==> src/rtl/input_word_loader.sv <==
// Switch-slice word loader: builds a WIDTH-bit word from SLICE-bit switch entries
// using synchronised key strobes, then publishes it over a valid/ready handoff.
module input_word_loader #(
    parameter  int WIDTH  = 16,
    parameter  int SLICE  = 8,
    localparam int NSLICE = WIDTH / SLICE,
    localparam int SEL_W  = (NSLICE > 1) ? $clog2(NSLICE) : 1
) (
    input  logic             clk,
    input  logic             reset,
    input  logic [SLICE-1:0] sw,
    input  logic             wr_key,
    input  logic             nxt_key,
    input  logic             commit_key,
    output logic [SEL_W-1:0] sel,
    output logic [SLICE-1:0] led,
    output logic [WIDTH-1:0] stage,
    output logic [WIDTH-1:0] out_data,
    output logic             out_valid,
    input  logic             out_ready,
    output logic             overrun
);

    // Key vectors are packed as {commit, nxt, wr}.
    logic [2:0]       r_sync1;
    logic [2:0]       r_sync2;
    logic [2:0]       r_prev;
    logic [SEL_W-1:0] r_sel;
    logic [WIDTH-1:0] r_stage;
    logic [WIDTH-1:0] r_out_data;
    logic             r_out_valid;
    logic             r_overrun;

    logic [2:0]       w_keys;
    logic [2:0]       w_strobe;
    logic             w_accept;
    logic             w_drop;
    logic [WIDTH-1:0] w_stage_nxt;
    logic [SEL_W-1:0] w_sel_nxt;
    logic             w_valid_nxt;
    logic [SLICE-1:0] w_led;

    function automatic logic [SEL_W-1:0] f_sel_wrap(input logic [SEL_W-1:0] cur);
        if (cur == SEL_W'(NSLICE - 1)) begin
            return {SEL_W{1'b0}};
        end else begin
            return cur + SEL_W'(1);
        end
    endfunction

    assign w_keys   = {commit_key, nxt_key, wr_key};
    assign w_strobe = r_sync2 & ~r_prev;
    // A commit is dropped only when the pending word is not being taken this cycle.
    assign w_accept = w_strobe[2] & (~r_out_valid | out_ready);
    assign w_drop   = w_strobe[2] & r_out_valid & ~out_ready;

    // Two-flop synchroniser plus previous-sample register for edge detection.
    always_ff @(posedge clk or posedge reset) begin
        if (reset) begin
            r_sync1 <= 3'b000;
            r_sync2 <= 3'b000;
            r_prev  <= 3'b000;
        end else begin
            r_sync1 <= w_keys;
            r_sync2 <= r_sync1;
            r_prev  <= r_sync2;
        end
    end

    // Write strobe replaces only the slice addressed by the current pointer.
    always_comb begin
        w_stage_nxt = r_stage;
        for (int i = 0; i < NSLICE; i++) begin
            w_stage_nxt[i*SLICE +: SLICE] = (w_strobe[0] && (r_sel == SEL_W'(i)))
                                            ? sw : r_stage[i*SLICE +: SLICE];
        end
    end

    // Pointer and valid next-state; an accepted commit overrides a same-cycle advance.
    always_comb begin
        w_sel_nxt   = r_sel;
        w_valid_nxt = r_out_valid;
        if (w_accept) begin
            w_sel_nxt = {SEL_W{1'b0}};
        end else if (w_strobe[1]) begin
            w_sel_nxt = f_sel_wrap(r_sel);
        end else begin
            w_sel_nxt = r_sel;
        end
        if (w_accept) begin
            w_valid_nxt = 1'b1;
        end else if (r_out_valid && out_ready) begin
            w_valid_nxt = 1'b0;
        end else begin
            w_valid_nxt = r_out_valid;
        end
    end

    // Slice display decoded from registered state only.
    always_comb begin
        w_led = {SLICE{1'b0}};
        for (int i = 0; i < NSLICE; i++) begin
            w_led = w_led | (r_stage[i*SLICE +: SLICE] & {SLICE{r_sel == SEL_W'(i)}});
        end
    end

    // Datapath state: staged word, pointer, published word and sticky overrun.
    always_ff @(posedge clk or posedge reset) begin
        if (reset) begin
            r_sel       <= {SEL_W{1'b0}};
            r_stage     <= {WIDTH{1'b0}};
            r_out_data  <= {WIDTH{1'b0}};
            r_out_valid <= 1'b0;
            r_overrun   <= 1'b0;
        end else begin
            r_sel       <= w_sel_nxt;
            r_stage     <= w_stage_nxt;
            r_out_valid <= w_valid_nxt;
            if (w_accept) begin
                r_out_data <= w_stage_nxt;
            end else begin
                r_out_data <= r_out_data;
            end
            if (w_drop) begin
                r_overrun <= 1'b1;
            end else begin
                r_overrun <= r_overrun;
            end
        end
    end

    assign sel       = r_sel;
    assign led       = w_led;
    assign stage     = r_stage;
    assign out_data  = r_out_data;
    assign out_valid = r_out_valid;
    assign overrun   = r_overrun;

endmodule

==> config.mk <==
export PLATFORM = sky130hd
export DESIGN_NAME = input_word_loader
export DESIGN_NICKNAME = d
export VERILOG_FILES = /design/src/rtl/input_word_loader.sv
export SDC_FILE = /design/constraint.sdc
export NUM_CORES = 1
export LEC_CHECK = 0
export BUFFER_PORTS_ARGS = -buffer_cell sky130_fd_sc_hd__buf_2
export CORE_AREA = 2 2 62 70
export DETAILED_ROUTE_END_ITERATION = 10
export DIE_AREA = 0 0 64 72
export MAX_ROUTING_LAYER = met4
export PLACE_DENSITY = 0.77
export SYNTH_ARGS = -nofsm -noshare
export SYNTH_HDL_FRONTEND = slang
export SYNTH_SLANG_ARGS = --single-unit
==> constraint.sdc <==
create_clock -name clk -period 2.3 [get_ports clk]
set_clock_uncertainty 0.05 [all_clocks]
set_input_delay 0.46 -clock clk [delete_from_list [all_inputs] [get_ports clk]]
set_output_delay 0.46 -clock clk [all_outputs]
set_load 0.005 [all_outputs]
After elaboration in Yosys (flattened, before gate mapping)
Cells that the tools add are included.
Operators by class
  reduce and logical (&&, ||, !) cells: 5
  add/subtract/negate cells: 1
  mux-type cells: 7
  bitwise logic cells: 12
Operators by type and width (number)
  bitwise AND 8 bit: 2
  two-way mux 8 bit: 2
  bitwise OR 8 bit: 1
  two-way mux 1 bit: 5
  nonzero test 2 bit: 2
  bitwise AND 1 bit: 3
  bitwise AND 3 bit: 1
  logical AND 1 bit: 3
  NOT 1 bit: 3
  NOT 3 bit: 1
  adder 1 bit, second input constant: 1
  bitwise OR 1 bit: 1
Word-level totals
  logic and storage cells: 33
  output and inout port bits: 43
  flip-flop bits (word level): 44
  input bits: 14

Longest topological paths before layout
  depth after elaboration: 4
  gate-level depth with buffers: 4

Worst setup path before layout
OpenSTA, ideal clock, no wires.
  path kind: register -> register
  start point: reg r_sel, in the netlist sel
  end point: reg r_out_data[0], in the netlist out_data[0]
  library setup time: 125 ps
  stages on the path, launching flop included: 5
  arrival time: 1455 ps
  setup slack: 670 ps
  data required time: 2125 ps
  cell sequence: dfrtp_1 or3b_1 buf_6 mux2_4 mux2_4
Between the ends
  longest elaborated chain between the ends: 3
RTL lines
  from (decl): line 28  | logic [SEL_W-1:0] r_sel;
  from (signal assigned): line 110  | r_sel <= {SEL_W{1'b0}};
  from (signal assigned): line 116  | r_sel <= w_sel_nxt;
  NOT 1 bit: line 74  | w_stage_nxt[i*SLICE +: SLICE] = (w_strobe[0] && (r_sel == SEL_W'(i)))
  logical AND 1 bit: line 74
  two-way mux 8 bit: line 75  | ? sw : r_stage[i*SLICE +: SLICE];
  named net w_stage_nxt[0]: line 38  | logic [WIDTH-1:0] w_stage_nxt;
  to (signal assigned): line 112  | r_out_data <= {WIDTH{1'b0}};
  to (signal assigned): line 120  | r_out_data <= w_stage_nxt;
  to (signal assigned): line 122  | r_out_data <= r_out_data;
  to (decl): line 30  | logic [WIDTH-1:0] r_out_data;
The timed path passes the listed nets, and every way through them passes these cells.
A chain may end at the register's enable or synchronous reset.

Worst setup path in the final report
  start point: reg r_sel, in the netlist sel
  end point: out led[1]
Between the ends
  longest elaborated chain between the ends: 3
RTL lines
  NOT 1 bit: line 103  | w_led = w_led | (r_stage[i*SLICE +: SLICE] & {SLICE{r_sel == SEL_W'(i)}});
  bitwise AND 8 bit: line 103
  bitwise OR 8 bit *: line 103
  to (decl): line 16  | output logic [SLICE-1:0] led,
Mark *: on every way between the ends. The rest lies on a longest branch, timed or not.

==> key figures <==
Critical path
  – Crit-path max FO: 11
  – CP Capture Type: output port
  – Setup CP Type: flop to output port
  – Worst path required time: 1.79 ns
  – CP startpoint kind: flop
  – CP Data Arrival Time: approximately 1.3 ns
  – Reg-to-reg slack, setup: 0.51 ns

Clock network
  – Worst-path clk slew: about 0.08 ns
  – Clock buffer depth: 2
  – Hold buffer count at CTS: 0
  – Setup Fix Bufs, Post-CTS: 0
  – Sink Count: between 40 and 50
  – CTS tree: yes
  – CTS buffer count: 5
  – Root Buffer Master: clkbuf_8
  – Insertion delay to the later sink of the worst-skew pair: slightly below 0.3 ns
  – Htree depth: 2
  – CTS resizes: 0

STA
  – Worst-margin pin slew: ~0.50 ns
  – Final Hold Viols: 0
  – Setup TNS: 0 ns
  – Final Critical Period: 1.85 ns
  – Slew headroom: 66.2%
  – Endpoints failing setup: 0
  – Post-route setup slack: 0.448 ns
  – Unrepaired setup endpoints after global routing: no
  – Final Max Tran Viols: 0
  – Period Utilization, post-route: 80.5%
  – Hold_ws: around 0.074 ns
  – Maximum clock rate: 540 MHz

Detailed routing
  – Iter 0 DRT Violations: 34
  – Post-DR vias/cell: approximately 4.8
  – Final WL: 3300 um
  – Routed len/inst: approximately 15 um
  – DRC viols: 0
  – Vias: 1029
  – Initial DRT Pass Iterations: 4
  – Antenna Nets Post-Route: 0

Die
  – Die ar.: roughly 4600 um2
  – Die width: 64 um
  – Core area: 3870 um2
  – Die height: about 72 um
  – Number of core rows: 24
  – Starting density of the core: 44.3%
  – I/O pin count: 57

Cells and area
  – Nets: approximately 180
  – Share of post-route cells with drive strength above 1: between 60% and 70%
  – N_diodes: 0
  – Area grow syn2layout: 27.7%
  – Commonest non-fill, non-tap cell in the layout: buf_2
  – Most frequent cells in the layout: buf_2, dfrtp_1, mux2_2, mux2_4, clkbuf_8
  – Design area: 2190 um2

Outcome
  – Status: complete, no violations

Yosys
  – Post-Syn Area: approximately 1700 um2
  – Mean Syn Cell Area: 17.4 um2
  – Cells after synthesis: 99
  – Share of the yosys chip area belonging to registers: 64.1%
  – #FFs+latches synth: 44
  – Distinct cells, synth: 14
  – Syn_nets: 113
  – Ys Warns: 0

Place
  – Post-DP Area: 2070 um2
  – DP HPWL: 2450 um
  – Pre-CTS setup slack: 0.499 ns
  – Placer Congestion: 0.718
  – Port bufs: 56

Power and ir drop
  – Power Density: 1280 nW/um2
  – Sw Ratio: 27.7%
  – Combinational power share: 34.3%
  – Pint: around 2.0 mW
  – Flop pwr share: 43.3%
  – Clock power frac: 22.4%
  – Leak: 1.08 nW
  – VDD IR-drop max: 0.724 mV
  – Switching pwr: 0.781 mW

GRT
  – Largest net degree at the start of global routing: 18
  – Initial antenna violation count: 0
  – First-pass GRT wire length: 5330 um
  – GRT Overall Usage: between 10% and 20%
  – Gr ovfl total: 0
  – Number of global-route vias before repair: 1097

Flow run
  – Max-cap violations: 0

Worst hold path
  – Hold Path Class: primary input to asynchronous set/reset pin
-- per-layer routing --
metal | track usage [%] | wire length [um]
met1 | 17.8 | 1310
met2 | 25.2 | 1780
met3 | 4.50 | 142
met4 | 9.18 | 70
met5 | - | 0
-- critical path, stage by stage, from the launching register on --
cell and delay, ns:
dfrtp_1 0.34, buf_4 0.21, mux2_2 0.36, buf_2 0.13
-- state kept, by name (all words and copies together), names as in the netlist --
register and count:
stage 16, r_sync2 3, out_valid 1, out_data 16, r_prev 3, overrun 1, r_sync1 3, sel 1
-- worst paths after layout --
check / to / startpoint / depth (start not counted)
worst min-delay path: stage[11] / reset / 2
max in group asynchronous: out_data[12] / reset / 3
worst max-delay path: led[1] / sel / 3
worst max register to register: out_data[5] / sel / 3
worst min register to register: r_sync2[1] / r_sync1[1] / 0
min in group clk: r_sync1[1] / nxt_key / 1
-- cells by family after synthesis --
| kind of cell | share of synthesized area (%) |
|---|---|
| simple gates | 3.20 |
| compound gates | 0.510 |
| flops | 64.1 |
| buf+inv | 1.97 |
| mux | 29.7 |
| xor+xnor | 0.510 |
-- through the flow --
stage               util [%]  instances  power (mW)
finish                  56.6        216        2.82
global route            56.6        216        2.99
CTS                     56.6        216        2.86
detailed placement      53.4        208        2.22
global placement        53.4        208        2.17
floorplan                  -         99        1.75
-- synthesized netlist by cell type --
| cell | n | share of area, % |
|---|---|---|
| dfrtp_1 | 44 | 64 |
| mux2_2 | 24 | 16 |
| mux2_4 | 16 | 14 |
| buf_4 | 2 | 0.87 |
| inv_1 | 2 | 0.44 |
| nand2b_1 | 2 | 0.73 |
| nor2b_1 | 2 | 0.73 |
| a31o_2 | 1 | 0.51 |
| buf_6 | 1 | 0.66 |
| nand3b_2 | 1 | 0.66 |
| nor2_1 | 1 | 0.22 |
| nor2_2 | 1 | 0.36 |
| or3b_1 | 1 | 0.51 |
| xnor2_1 | 1 | 0.51 |
-- cell type report --
type	count	area, um2
fill	308	1680
sequential	44	1100
multi-input combinational	50	583
timing repair buffer	60	310
clock buffer	7	96.3
tap	52	65.1
clock inverter	1	30.0
inverter	2	7.51
-- power groups by stage --
| stage | sequential [mW] | combinational (mW) | clock [mW] |
|---|---|---|---|
| CTS | 1.23 | 0.982 | 0.650 |
| floorplan | 1.25 | 0.508 | 0 |
| detailed placement | 1.24 | 0.978 | 0 |
| finish | 1.22 | 0.966 | 0.630 |
| global placement | 1.22 | 0.946 | 0 |
| global route | 1.26 | 1.05 | 0.677 |
Note: power is estimated with default switching activity, not from simulation.
